### src/rtl/fetch_unit_if.sv
// Fetch unit boundary: branch-logic feedback, instruction-memory
// read port, decode handshake and trap reporting.
interface fetch_unit_if;
   logic [31:0] next_pc;
   logic        msl;
   logic [31:0] pc;
   logic        hold;
   logic        imem_req;
   logic [31:0] imem_addr;
   logic        imem_ack;
   logic [31:0] imem_rdata;
   logic [31:0] instr;
   logic        instr_valid;
   logic        instr_ready;
   logic        trap;
   logic [1:0]  trap_cause;
   logic [31:0] trap_pc;

   modport master (
      input  next_pc, msl, imem_ack, imem_rdata, instr_ready,
      output pc, hold, imem_req, imem_addr,
      output instr, instr_valid, trap, trap_cause, trap_pc
   );

   modport slave (
      output next_pc, msl, imem_ack, imem_rdata, instr_ready,
      input  pc, hold, imem_req, imem_addr,
      input  instr, instr_valid, trap, trap_cause, trap_pc
   );
endinterface

### src/rtl/fetch_unit.sv
// Fetch stage: owns the PC, runs the imem read handshake and
// presents instructions to decode; traps on bad target or timeout.
module fetch_unit #(
   parameter logic [31:0] RESET_VECTOR = 32'h0000_0000,
   parameter logic [31:0] NOP_INSTR    = 32'h0000_0013,
   parameter int unsigned ACK_TIMEOUT  = 16,
   parameter int unsigned CNT_W        = 8
) (
   input  logic         clk_i,
   input  logic         rst_i,
   fetch_unit_if.master bus
);

   localparam int unsigned TO_M1 =
      (ACK_TIMEOUT > 0) ? ACK_TIMEOUT - 1 : 0;
   localparam logic [CNT_W-1:0] TO_LIM = CNT_W'(TO_M1);
   localparam logic TO_EN = (ACK_TIMEOUT > 0);
   localparam logic [31:0] BUBBLE_PC = RESET_VECTOR - 32'd4;

   typedef enum logic [1:0] {
      S_ISSUE = 2'd0,
      S_REQ   = 2'd1,
      S_TRAP  = 2'd2
   } state_e;

   state_e      state_q, state_d;
   logic [31:0] pc_q, pc_d;
   logic [31:0] instr_q, instr_d;
   logic [CNT_W-1:0] cnt_q, cnt_d;
   logic [1:0]  cause_q, cause_d;
   logic [31:0] tpc_q, tpc_d;

   always_ff @(posedge clk_i) begin
      if (rst_i) begin
         state_q <= S_ISSUE;
         pc_q    <= BUBBLE_PC;
         instr_q <= NOP_INSTR;
         cnt_q   <= '0;
         cause_q <= 2'b00;
         tpc_q   <= '0;
      end else begin
         state_q <= state_d;
         pc_q    <= pc_d;
         instr_q <= instr_d;
         cnt_q   <= cnt_d;
         cause_q <= cause_d;
         tpc_q   <= tpc_d;
      end
   end

   always_comb begin
      state_d = state_q;
      pc_d    = pc_q;
      instr_d = instr_q;
      cnt_d   = cnt_q;
      cause_d = cause_q;
      tpc_d   = tpc_q;
      unique case (state_q)
         S_ISSUE: begin
            if (bus.instr_ready) begin
               if (bus.msl) begin
                  state_d = S_TRAP;
                  cause_d = 2'b01;
                  tpc_d   = bus.next_pc;
               end else begin
                  state_d = S_REQ;
                  pc_d    = bus.next_pc;
               end
            end
         end
         S_REQ: begin
            // ACK beats a timeout landing in the same cycle
            if (bus.imem_ack) begin
               state_d = S_ISSUE;
               instr_d = bus.imem_rdata;
               cnt_d   = '0;
            end else begin
               if (TO_EN && cnt_q == TO_LIM) begin
                  state_d = S_TRAP;
                  cause_d = 2'b10;
                  tpc_d   = pc_q;
               end
               if (cnt_q != '1) begin
                  cnt_d = cnt_q + 1'b1;
               end
            end
         end
         S_TRAP: begin
            state_d = S_TRAP;
         end
         default: begin
            state_d = S_ISSUE;
         end
      endcase
   end

   always_comb begin
      bus.hold        = 1'b1;
      bus.imem_req    = 1'b0;
      bus.instr_valid = 1'b0;
      bus.trap        = 1'b0;
      unique case (state_q)
         S_ISSUE: begin
            bus.hold        = ~bus.instr_ready;
            bus.instr_valid = 1'b1;
         end
         S_REQ: begin
            bus.imem_req = 1'b1;
         end
         S_TRAP: begin
            bus.trap = 1'b1;
         end
         default: begin
            bus.hold = 1'b1;
         end
      endcase
   end

   assign bus.pc         = pc_q;
   assign bus.imem_addr  = pc_q;
   assign bus.instr      = instr_q;
   assign bus.trap_cause = cause_q;
   assign bus.trap_pc    = tpc_q;

endmodule
### src/flat_wrapper.sv
// flat-port wrapper written by rule: the top's interface ports become plain ports
module fetch_unit_flat 
#(
   parameter logic [31:0] RESET_VECTOR = 32'h0000_0000,
   parameter logic [31:0] NOP_INSTR    = 32'h0000_0013,
   parameter int unsigned ACK_TIMEOUT  = 16,
   parameter int unsigned CNT_W        = 8
)
  (clk_i, rst_i, bus_next_pc, bus_msl, bus_imem_ack, bus_imem_rdata, bus_instr_ready, bus_pc, bus_hold, bus_imem_req, bus_imem_addr, bus_instr, bus_instr_valid, bus_trap, bus_trap_cause, bus_trap_pc);
  fetch_unit_if bus_i ();
  input  logic clk_i;
  input  logic rst_i;
  input wire logic [$bits(bus_i.next_pc)-1:0] bus_next_pc;
  input wire logic [$bits(bus_i.msl)-1:0] bus_msl;
  input wire logic [$bits(bus_i.imem_ack)-1:0] bus_imem_ack;
  input wire logic [$bits(bus_i.imem_rdata)-1:0] bus_imem_rdata;
  input wire logic [$bits(bus_i.instr_ready)-1:0] bus_instr_ready;
  output wire logic [$bits(bus_i.pc)-1:0] bus_pc;
  output wire logic [$bits(bus_i.hold)-1:0] bus_hold;
  output wire logic [$bits(bus_i.imem_req)-1:0] bus_imem_req;
  output wire logic [$bits(bus_i.imem_addr)-1:0] bus_imem_addr;
  output wire logic [$bits(bus_i.instr)-1:0] bus_instr;
  output wire logic [$bits(bus_i.instr_valid)-1:0] bus_instr_valid;
  output wire logic [$bits(bus_i.trap)-1:0] bus_trap;
  output wire logic [$bits(bus_i.trap_cause)-1:0] bus_trap_cause;
  output wire logic [$bits(bus_i.trap_pc)-1:0] bus_trap_pc;
  assign bus_i.next_pc = bus_next_pc;
  assign bus_i.msl = bus_msl;
  assign bus_i.imem_ack = bus_imem_ack;
  assign bus_i.imem_rdata = bus_imem_rdata;
  assign bus_i.instr_ready = bus_instr_ready;
  assign bus_pc = bus_i.pc;
  assign bus_hold = bus_i.hold;
  assign bus_imem_req = bus_i.imem_req;
  assign bus_imem_addr = bus_i.imem_addr;
  assign bus_instr = bus_i.instr;
  assign bus_instr_valid = bus_i.instr_valid;
  assign bus_trap = bus_i.trap;
  assign bus_trap_cause = bus_i.trap_cause;
  assign bus_trap_pc = bus_i.trap_pc;
  fetch_unit #(.RESET_VECTOR(RESET_VECTOR), .NOP_INSTR(NOP_INSTR), .ACK_TIMEOUT(ACK_TIMEOUT), .CNT_W(CNT_W)) u_core (.clk_i(clk_i), .rst_i(rst_i), .bus(bus_i));
endmodule
### config.mk
export PLATFORM = sky130hd
export DESIGN_NAME = fetch_unit_flat
export DESIGN_NICKNAME = d
export VERILOG_FILES = /design/src/rtl/fetch_unit_if.sv /design/src/rtl/fetch_unit.sv /design/src/flat_wrapper.sv
export SDC_FILE = /design/constraint.sdc
export NUM_CORES = 1
export LEC_CHECK = 0
export CAP_MARGIN = 30
export CELL_PAD_IN_SITES_DETAIL_PLACEMENT = 0
export CELL_PAD_IN_SITES_GLOBAL_PLACEMENT = 2
export CORE_ASPECT_RATIO = 0.5
export CORE_MARGIN = 1
export CORE_UTILIZATION = 26
export CTS_CLUSTER_SIZE = 24
export DETAILED_ROUTE_END_ITERATION = 8
export GPL_TIMING_DRIVEN = 0
export MAX_ROUTING_LAYER = met4
export PLACE_DENSITY = 0.88
export SETUP_SLACK_MARGIN = 0.4
export SYNTH_ARGS = -nofsm -noshare
export SYNTH_HDL_FRONTEND = slang
export SYNTH_SLANG_ARGS = --single-unit
### constraint.sdc
create_clock -name clk_i -period 2.9 [get_ports clk_i]
set_input_delay 0.58 -clock clk_i [delete_from_list [all_inputs] [get_ports clk_i]]
set_output_delay 0.58 -clock clk_i [all_outputs]
set_load 0.01 [all_outputs]
; ---- Word level (Yosys, flattened, before mapping)
; Cells that the tools add are included.
; Widths: inputs -> output; s select.
[totals]
reg_bits = 108
inputBits = 69
wordCells = 46
[classes]
n_addsub = 1
eq_ne = 9
mux = 20
bitwise_logic = 2
reduce_logical = 8
[op_table]
columns = cell, n
row1 = $mux 32, 4
row2 = $pmux 32 s2, 1
row3 = $mux 8, 2
row4 = $mux 2, 7
row5 = $add 8x1->8 const B, 1
row6 = $eq 8x4->1 const B, 1
row7 = $ne 8x8->1 const B, 1
row8 = $ne 2x2->1 const B, 3
row9 = $pmux 2 s3, 1
row10 = $reduce_and 2->1, 3
row11 = $reduce_and 5->1, 1
row12 = $mux 1, 4
row13 = $pmux 2 s2, 1
row14 = $reduce_bool 2->1, 2
row15 = $ne 3x2->1 const B, 1
row16 = $reduce_and 3->1, 1
row17 = $eq 2x1->1 const B, 1
row18 = $eq 2x2->1 const B, 1
row19 = $logic_not 2->1, 1
row20 = $ne 2x1->1 const B, 1
row21 = $not 1->1, 2

; ---- Depth between registers and ports, before layout
; Gate-level depths: netlist of run 1.
[depth]
ltp_word = 4
ltp_mapped = 8
ltp_nobuf = 5

; ---- Worst setup path before layout of run 1
; OpenSTA, ideal clock, no wires.
[synth_timing]
path_type = input -> register
startpoint = input port bus_instr_ready
endpoint = register u_core.pc_q[0] (netlist: u_core.bus.imem_addr[0])
arrival_time_ns = 1.616
t_required_ns = 2.772
setup_slack_ns = 1.157
stages = 6
path_buffers = 2
path_cell_list = or3b_4 nor2_8 buf_8 buf_8 mux2i_1 nor2_1
[synth_between]
elab_chain_len = 1
[synth_rtl]
columns = element, line
row1 = start: declaration, flat_wrapper.sv:17  ; input wire logic [$bits(bus_i.instr_ready)-1:0] bus_instr_ready;
row2 = $reduce_and 3->1 (no source line), --
row3 = end signal: assignment, fetch_unit.sv:43  ; pc_q <= pc_d;
row4 = end: declaration, fetch_unit.sv:27  ; logic [31:0] pc_q, pc_d;
; Every way passes these cells.
; A chain may end at the register's enable or synchronous reset.

; ---- Final worst setup path of run 1
[layout_timing]
startpoint = input port bus_instr_ready
endpoint = output port bus_hold
[layout_between]
elab_chain_len = 2
[layout_rtl]
columns = element, line
row1 = $not 1->1, fetch_unit.sv:104  ; bus.hold = ~bus.instr_ready;
row2 = $mux 1, fetch_unit.sv:102  ; unique case (state_q)
row3 = end: declaration, flat_wrapper.sv:19  ; output wire logic [$bits(bus_i.hold)-1:0] bus_hold;
; Every way passes these cells.

==> impl_metrics.ini, run 1 <==
[run_status]
status = finished with violations
violations = design-rule violations

[place]
placed_cells = 927
place_area_um2 = 7060
portBuffers = 200
post-place-ws_ns = 0.302
dpl.hpwl_um = 10500
finalWeightedCongestion = 0.738

[critical_path]
critPathKind = in -> out
critPathCapture = bus_hold
critPathSlowestCell = clkdlybuf4s50_1
crit_arrival_ns = 1.82
critPathMaxStageDelay_ns = 0.50
timing.rr.start = u_core.cnt_q[0]
crit_cells = 3
r2r_cells = 6
required_ns = 2.32
cp_max_fo = 3
cp_num_buf_inv = 2
cp-end-kind = output pin
cp-startpoint = bus_instr_ready
start_kind = primary input
reg2reg_to = u_core.bus.trap_pc[16]
path_cells = clkdlybuf4s50_1 -> or3b_4 -> dlygate4sd2_1
reg2reg_setup_slack_ns = 1.04
crit_family = buffers and inverters

[route]
wirelength_um = 14100
vias = 4060
met1_length_um = 6470
dr.first_iter.drc_count = 139
drc_errors = 6
top_layer = met4
first_pass_iters = 6
drt-vias-per-instance = 4.31
wl_met2_um = 7040
wl_met3_um = 456
antenna_left = 0
wl_per_cell_um = 14.9

[grt]
grt_first_pass_wirelength_um = 22400
grt_pass1_vias = 4089
antenna_found_initial = 0
grt_max_degree = 18
grt_use_total_pct = 15.4
grt-ovfl-total = 0

[synthesis]
synth_area_per_cell_um2 = 9.66
synth_seq_area_share_pct = 45.4
syn_area_um2 = 4760
synth_fp_nets = 563
synth-edff-count = 0
yosysTopAreaCellShare_pct = 45.4
synth_cells = 493
ys.flop_type = dfxtp_1
async_reset_ff_share_pct = 0
synth_seq_cells = 108
synthTopCellsByArea = dfxtp_1, mux2_2, mux2i_1, a211o_1, nand2_1
yosys.area.top_type = dfxtp_1
synth.yosys.warnings = 0
yosysUniqueCellTypes = 41

[finish]
final_nets = 774
area_growth_pct = 55.7
drive_above_1_share_pct = 15.7
final_core_util_pct = 42.0
seq_area_um2 = 2160
fillers = 1731
multiInputGateArea_um2 = 2110
antenna_cells = 0
fin_area_um2 = 7410
final_cells = 943
most-common-layout-cells = clkdlybuf4s50_1, dfxtp_1, nand2_1
layout_commonest_cell = clkdlybuf4s50_1

[power_and_ir_drop]
seq_power_share_pct = 42.4
clockPowerShare_pct = 38.9
p_per_area_nw_per_um2 = 512
irDropWorstVdd_mv = 0.289
switching_share_pct = 24.1
p_switching_w = 0.000915
p_int_w = 0.00288
p_leak_nw = 2.92
combPwrFrac_pct = 18.7

[floorplanning]
ios = 203
fp.coreArea_um2 = 17700
die_h_um = 97.7
rows = 34
die_area_um2 = 18900
die-width_um = 193
initial_core_util_pct = 27.0

[clock_tree]
clk_latency_ns = 0.36
post_cts_buffers = 0
cts_made_buffers = 9
cts_tree = built
h-tree-depth = 3
clk_pin_slew_ns = 0.07
ctsHoldBuffers = 0
clock_sinks = 108
ctsResizeCount = 1
cts_root_buf = clkbuf_16
clockBufferDepth = 2

[timing]
fmax_mhz = 417
fin_tns_setup_ns = 0
max_slew.worst_pin.slew_ns = 0.635
hold_viol_final = 0
setup_viol = 0
timing.final.crit_share_pct = 82.6
rsz0062_at_grt = no
fin_crit_ns = 2.40
worst_slack_ns = 0.505
finalClockSkew_ns = 0.0114
slew_violations = 0
maxSlewHeadroom_pct = 57.7

[job]
drv_cap = 0

[hold_path]
hold_class = reg -> reg
worst reg2reg max path, cell delays in order, from the launching register on:
cell and delay, ns:
dfxtp_1 0.36, ha_1 0.28, and4b_1 0.25, a31oi_4 0.33
buf_6 0.24, mux2i_1 0.22, nor2_1 0.05
cells in the mapped netlist (all sizes together), types with 2 or more instances:
cell / instances
a211o: 30
a21boi: 2
a21oi: 35
a31oi: 2
and4b: 2
buf: 54
clkbuf: 12
dfxtp: 108
mux2: 32
mux2i: 34
nand2: 69
nand2b: 2
nand3: 4
nand3b: 5
nor2: 41
nor2b: 33
nor3: 4
o21a: 2
o21ai: 3
o31ai: 3
or3b: 2
or4: 2
worst min path at each step:
stage                                    start              endpoint  slack [ns]  cells past startpoint
after floorplan                u_core.cnt_q[1]       u_core.cnt_q[1]        0.46                      2
after global placement    u_core.bus.instr[12]  u_core.bus.instr[12]        0.44                      2
after detailed placement  u_core.bus.instr[28]  u_core.bus.instr[28]        0.45                      2
after CTS                 u_core.bus.instr[28]  u_core.bus.instr[28]        0.46                      2
after global routing      u_core.bus.instr[31]  u_core.bus.instr[31]        0.47                      2
final                     u_core.bus.instr[31]  u_core.bus.instr[31]        0.45                      2
sequential cells by signal (all words and copies together) (netlist names):
name and flops:
u_core.cnt_q 8, u_core.bus.imem_addr 32, u_core.bus.instr 32, u_core.bus.trap_cause 2
u_core.state_q 2, u_core.bus.trap_pc 32
through the flow:
| stage | total power [W] | hold slack [ns] |
|---|---|---|
| 2_1_floorplan | 0.00198 | 0.458 |
| 3_3_place_gp | 0.00236 | 0.441 |
| 3_5_place_dp | 0.00236 | 0.446 |
| 4_1_cts | 0.00384 | 0.456 |
| 5_1_grt | 0.00396 | 0.471 |
| 6_report | 0.00380 | 0.453 |
routing by layer:
layer / vias to the layer above / GRT usage (%)
met3: 8 / 3.64
li1: 2065 / -
met5: - / -
met4: 0 / 3.02
met2: 83 / 26.3
met1: 1904 / 18.7
final cells by class:
type                    count  share of cell area, %
plain buffers              66                   6.26
clock inverters             5                   1.43
well taps                 234                   3.95
inverters                   2                  0.270
repair buffers            200                   27.0
flip-flops and latches    108                   29.2
multi-input cells         317                   28.5
clock buffers              11                   3.41
power by group through the flow:
stage	registers, W	clock network [W]	logic, W
finish	0.00161	0.00147	0.000710
global route	0.00162	0.00158	0.000762
CTS	0.00161	0.00151	0.000720
detailed placement	0.00165	0	0.000717
global placement	0.00164	0	0.000711
floorplan	0.00167	0	0.000315
cell families (layout without fill, tap and decap cells):
| family | after synthesis | after routing | share of synthesized area [%] |
|---|---|---|---|
| buffers and inverters | 68 | 284 | 10.2 |
| AOI/OAI and AO/OA | 79 | 79 | 11.9 |
| and+or+nand+nor | 171 | 171 | 17.6 |
| muxes | 66 | 66 | 14.7 |
| DFF | 108 | 108 | 45.4 |
| adders and majority gates | 1 | 1 | 0.263 |
Power figures use the tool's default switching activity.
==> run 2: changes to the inputs <==
- CORE_UTILIZATION: 26 -> 24
- PLACE_DENSITY: 0.88 -> 0.83
- clock period: 2.9 -> 2.4 ns (I/O delays scaled with it)
==> run 2 against run 1 <==
The run now ends clean. Flip-flop and latch count unchanged. Die area increased by 8.2%. First-iteration DRC count decreased by 19%. Combinational power increased by 22%. Sequential power increased by 20%. Sequential share of layout area increased by 0.088 points. Largest cell class unchanged. Worst setup slack got worse by 0.14 ns. Critical endpoint unchanged. Non-clock buffer count increased by 3.
==> impl_metrics.ini, run 2 (synthesis results as in run 1) <==
[run_status]
status = finished clean

[grt]
grt_max_degree = 18
grt_pass1_vias = 4075
antenna_found_initial = 0
grt_use_total_pct = 14.3
grt_first_pass_wirelength_um = 22100
grt-ovfl-total = 0

[finish]
seq_area_um2 = 2160
layout_commonest_cell = clkdlybuf4s50_1
area_growth_pct = 55.4
drive_above_1_share_pct = 16.2
most-common-layout-cells = clkdlybuf4s50_1, dfxtp_1, nand2_1
fillers = 1944
multiInputGateArea_um2 = 2110
final_nets = 777
antenna_cells = 0
fin_area_um2 = 7400

[route]
drt-vias-per-instance = 4.22
drc_errors = 0
wl_per_cell_um = 14.9
wirelength_um = 14500
first_pass_iters = 4
antenna_left = 0
dr.first_iter.drc_count = 113
vias = 4098

[floorplanning]
die_area_um2 = 20400
initial_core_util_pct = 25.2
ios = 203
die-width_um = 201
fp.coreArea_um2 = 18900
rows = 35
die_h_um = 102

[power_and_ir_drop]
switching_share_pct = 26.0
power_w = 0.00425
seq_power_share_pct = 45.7
clockPowerShare_pct = 33.8
irDropWorstVdd_mv = 0.309
p_int_w = 0.00314
combPwrFrac_pct = 20.4
p_leak_nw = 2.91
p_switching_w = 0.00111
p_per_area_nw_per_um2 = 575

[clock_tree]
cts_made_buffers = 9
clockBufferDepth = 2
clk_latency_ns = 0.35
cts_tree = built
clock_sinks = 108
cts_root_buf = clkbuf_16
h-tree-depth = 3
clk_pin_slew_ns = 0.07

[timing]
setup_viol = 0
fin_crit_ns = 2.04
timing.final.crit_share_pct = 84.9
hold_viol_final = 0
finalClockSkew_ns = 0.0137
fin_tns_setup_ns = 0
max_slew.worst_pin.slew_ns = 0.654
maxSlewHeadroom_pct = 56.4
rsz0062_at_grt = yes
fmax_mhz = 491
slew_violations = 0

[hold_path]
min_path_cells = 2
hold_class = reg -> reg
holdPathEnd = u_core.bus.instr[26]
worstHoldStart = u_core.bus.instr[26]

[critical_path]
required_ns = 1.92
crit_arrival_ns = 1.56
r2r_cells = 6
cp_max_fo = 3
critPathKind = in -> out
timing.rr.start = u_core.cnt_q[0]
start_kind = primary input
reg2reg_to = u_core.bus.trap_pc[19]
reg2reg_setup_slack_ns = 0.56
cp-end-kind = output pin

[place]
place_area_um2 = 7090
dpl.hpwl_um = 10800
finalWeightedCongestion = 0.745
portBuffers = 200

[job]
drv_cap = 0
run 2: changes by cell type in the layout (fill, tap and decap cells not counted), sizes merged:
cell and delta:
bufinv -3, clkbuf +1, dlymetal6s2s +1, clkinvlp +1
clkinv +1, buf +4, clkdlybuf4s50 -2
run 2: final cells by class:
type / count / share of cell area [%]
Clock inverter: 4 / 0.440
Buffer: 66 / 6.27
Sequential cell: 108 / 29.3
Tap cell: 259 / 4.38
Timing Repair Buffer: 203 / 27.5
Clock buffer: 12 / 3.33
Inverter: 2 / 0.271
Multi-Input combinational cell: 317 / 28.6
run 2: layer usage:
metal / track usage, % / routed length, µm / up-vias
li1: - / - / 2080
met1: 16.9 / 6550 / 1936
met2: 25.0 / 7290 / 66
met3: 2.86 / 470 / 16
met4: 3.79 / 163 / 0
met5: - / 0 / -
run 2: worst max-delay path by stage:
stage / startpoint / to / slack [ns] / cells past startpoint
2_1_floorplan: bus_instr_ready / u_core.bus.imem_addr[0] / 0.76 / 6
3_3_place_gp: bus_instr_ready / bus_hold / 0.002 / 3
3_5_place_dp: bus_instr_ready / bus_hold / 0.007 / 3
4_1_cts: bus_instr_ready / bus_hold / 0.27 / 3
5_1_grt: bus_instr_ready / bus_hold / 0.32 / 3
6_report: bus_instr_ready / bus_hold / 0.36 / 3
run 2: critical path, cell delays in order:
cell and delay (ns):
clkdlybuf4s50_1 0.49, or3b_4 0.42, buf_2 0.17
run 2: repair_timing:
| action | in CTS | in global routing |
|---|---|---|
| setup endpoints to repair | 3 | 5 |
| pin swaps | 0 | 1 |
| hold buffers | 0 | 0 |
| gates resized for setup | 6 | 2 |
| setup buffers | 0 | 3 |
run 2: power groups by stage:
stage               logic [W]  clock network, W  registers [W]
finish               0.000869           0.00144        0.00194
global placement     0.000865                 0        0.00199
CTS                  0.000873           0.00149        0.00195
floorplan            0.000381                 0        0.00201
global route         0.000933           0.00155        0.00196
detailed placement   0.000869                 0        0.00199
run 2: stage by stage:
step / cells / hold WS, ns / utilization (%) / setup slack, ns
2_1_floorplan: 493 / 0.458 / - / 0.757
3_3_place_gp: 952 / 0.442 / 37.5 / 0.00185
3_5_place_dp: 952 / 0.447 / 37.5 / 0.00689
4_1_cts: 968 / 0.457 / 38.9 / 0.271
5_1_grt: 971 / 0.472 / 39.1 / 0.325
6_report: 971 / 0.456 / 39.1 / 0.362
==> run 3: changes to the inputs <==
- CORE_UTILIZATION: 24 -> 22
- PLACE_DENSITY: 0.83 -> 0.8
- clock period: 2.4 -> 1.7 ns (I/O delays scaled with it)
==> run 3 against run 2 <==
Via count increased by 11%. Die area increased by 9.0%. Combinational power grew 94%. Critical path type is now reg -> reg. Global-route usage rose by 0.81 points. Highest routed layer unchanged. Register-to-register slack got worse by 0.53 ns. Largest cell class unchanged. Clock skew shrank 0.0049 ns.
==> impl_metrics.ini, run 3 (synthesis results as in run 1) <==
[place]
finalWeightedCongestion = 0.703
placed_cells = 985
portBuffers = 200
post-place-ws_ns = -0.510
dpl.hpwl_um = 10800

[floorplanning]
die_area_um2 = 22300
die-width_um = 210
rows = 37
ios = 203
initial_core_util_pct = 22.8
die_h_um = 106
fp.coreArea_um2 = 20900

[run_status]
status = finished clean

[clock_tree]
h-tree-depth = 3
ctsHoldBuffers = 0
cts_tree = built
cts_root_buf = clkbuf_16
clockBufferDepth = 2
clock_sinks = 108
clk_latency_ns = 0.35
cts_made_buffers = 9
clk_pin_slew_ns = 0.07

[timing]
fmax_mhz = 600
rsz0062_at_grt = yes
timing.final.crit_share_pct = 98.0
worst_slack_ns = 0.0342
finalClockSkew_ns = 0.00878
hold_viol_final = 0
max_slew.worst_pin.slew_ns = 0.671
maxSlewHeadroom_pct = 55.2
slew_violations = 0
setup_viol = 0
fin_crit_ns = 1.67

[finish]
multiInputGateArea_um2 = 2680
seq_area_um2 = 2230
most-common-layout-cells = buf_6, clkdlybuf4s50_1, dfxtp_1
area_growth_pct = 90.7
final_cells = 1087
layout_commonest_cell = buf_6
final_nets = 860
fillers = 2045
final_core_util_pct = 43.5
antenna_cells = 0
drive_above_1_share_pct = 58.0

[critical_path]
critPathSlowestCell = or3b_4
cp_max_fo = 6
cp-end-kind = flip-flop
start_kind = flip-flop
critPathKind = reg -> reg
cp_num_buf_inv = 2
required_ns = 1.94
path_cells = or3b_4 -> nor2_8 -> buf_6 -> clkbuf_16 -> nor2b_1 -> a211o_1
critPathMaxStageDelay_ns = 0.44
crit_family = simple AND/OR/NAND/NOR gates
crit_arrival_ns = 1.91

[route]
vias = 4541
dr.first_iter.drc_count = 126
drt-vias-per-instance = 4.18
wl_per_cell_um = 15.8
first_pass_iters = 4
antenna_left = 0
wirelength_um = 17200
drc_errors = 0

[grt]
grt_first_pass_wirelength_um = 25000
antenna_found_initial = 0
grt_use_total_pct = 15.1
grt_max_degree = 17
grt_pass1_vias = 4541
grt-ovfl-total = 0

[hold_path]
hold_class = in -> reg

[power_and_ir_drop]
power_w = 0.00685
p_per_area_nw_per_um2 = 754
irDropWorstVdd_mv = 0.469
p_leak_nw = 4.12

[job]
drv_cap = 0
run 3: cell types whose count changed in the layout (fill, tap and decap cells not counted), sizes merged:
cell / change
buf: +136
dlygate4sd2: +1
inv: -1
dlymetal6s2s: -1
clkdlybuf4s50: -133
clkbuf: +61
clkinvlp: -2
bufinv: +3
clkinv: +1
clkdlybuf4s15: +18
run 3: final cells by class:
| cell class | count | area share, % |
|---|---|---|
| multi-input combinational | 317 | 29.5 |
| sequential | 108 | 24.6 |
| clock buffer | 11 | 2.56 |
| tap | 292 | 4.02 |
| timing repair buffer | 286 | 29.9 |
| buffer | 66 | 8.13 |
| inverter | 2 | 0.221 |
| clock inverter | 5 | 1.10 |
run 3: tightest hold or removal path, delay by kind of cell:
kind / cells / cell delay, ns
AND/OR/NAND/NOR: 1 / 0.12
AO/OA/AOI/OAI: 1 / 0.05
buffers and inverters: 1 / 0.13
run 3: routing by layer:
metal	vias to the layer above	track usage [%]	wire length, µm
met5	-	-	0
met4	0	3.86	290
met3	20	3.37	528
met2	100	26.9	8980
met1	2166	17.3	7370
li1	2255	-	-
run 3: what timing repair did:
action | 4_1_cts | 5_1_grt
setup endpoints to repair | 241 | 232
gates resized for setup | 553 | 230
buffers inserted | 62 | 11
pin swaps | 28 | 23
endpoints found under the hold margin | 0 | 0
gates cloned | 7 | 6
run 3: final timing paths:
| kind | start | depth (start not counted) | slack (ns) | end |
|---|---|---|---|---|
| setup / recovery | u_core.state_q[0] | 6 | 0.03 | u_core.bus.imem_addr[28] |
| hold reg to reg | u_core.bus.instr[18] | 2 | 0.45 | u_core.bus.instr[18] |
| hold / removal | bus_imem_ack | 3 | 0.34 | u_core.cnt_q[4] |
| setup reg to reg | u_core.state_q[0] | 6 | 0.03 | u_core.bus.imem_addr[28] |
run 3: stage by stage:
stage	TNS, ns	cell area, µm²	hold slack [ns]
2_1_floorplan	0	4840	0.458
3_3_place_gp	-27.70	7210	0.441
3_5_place_dp	-29.16	7210	0.448
4_1_cts	0	8700	0.332
5_1_grt	-0.0314	9080	0.351
6_report	0	9080	0.342
run 3: power breakdown:
part           switching [W]  internal [W]
Clock               0.000967       0.00144
Combinational       0.000671       0.00102
Sequential         0.0000921       0.00266
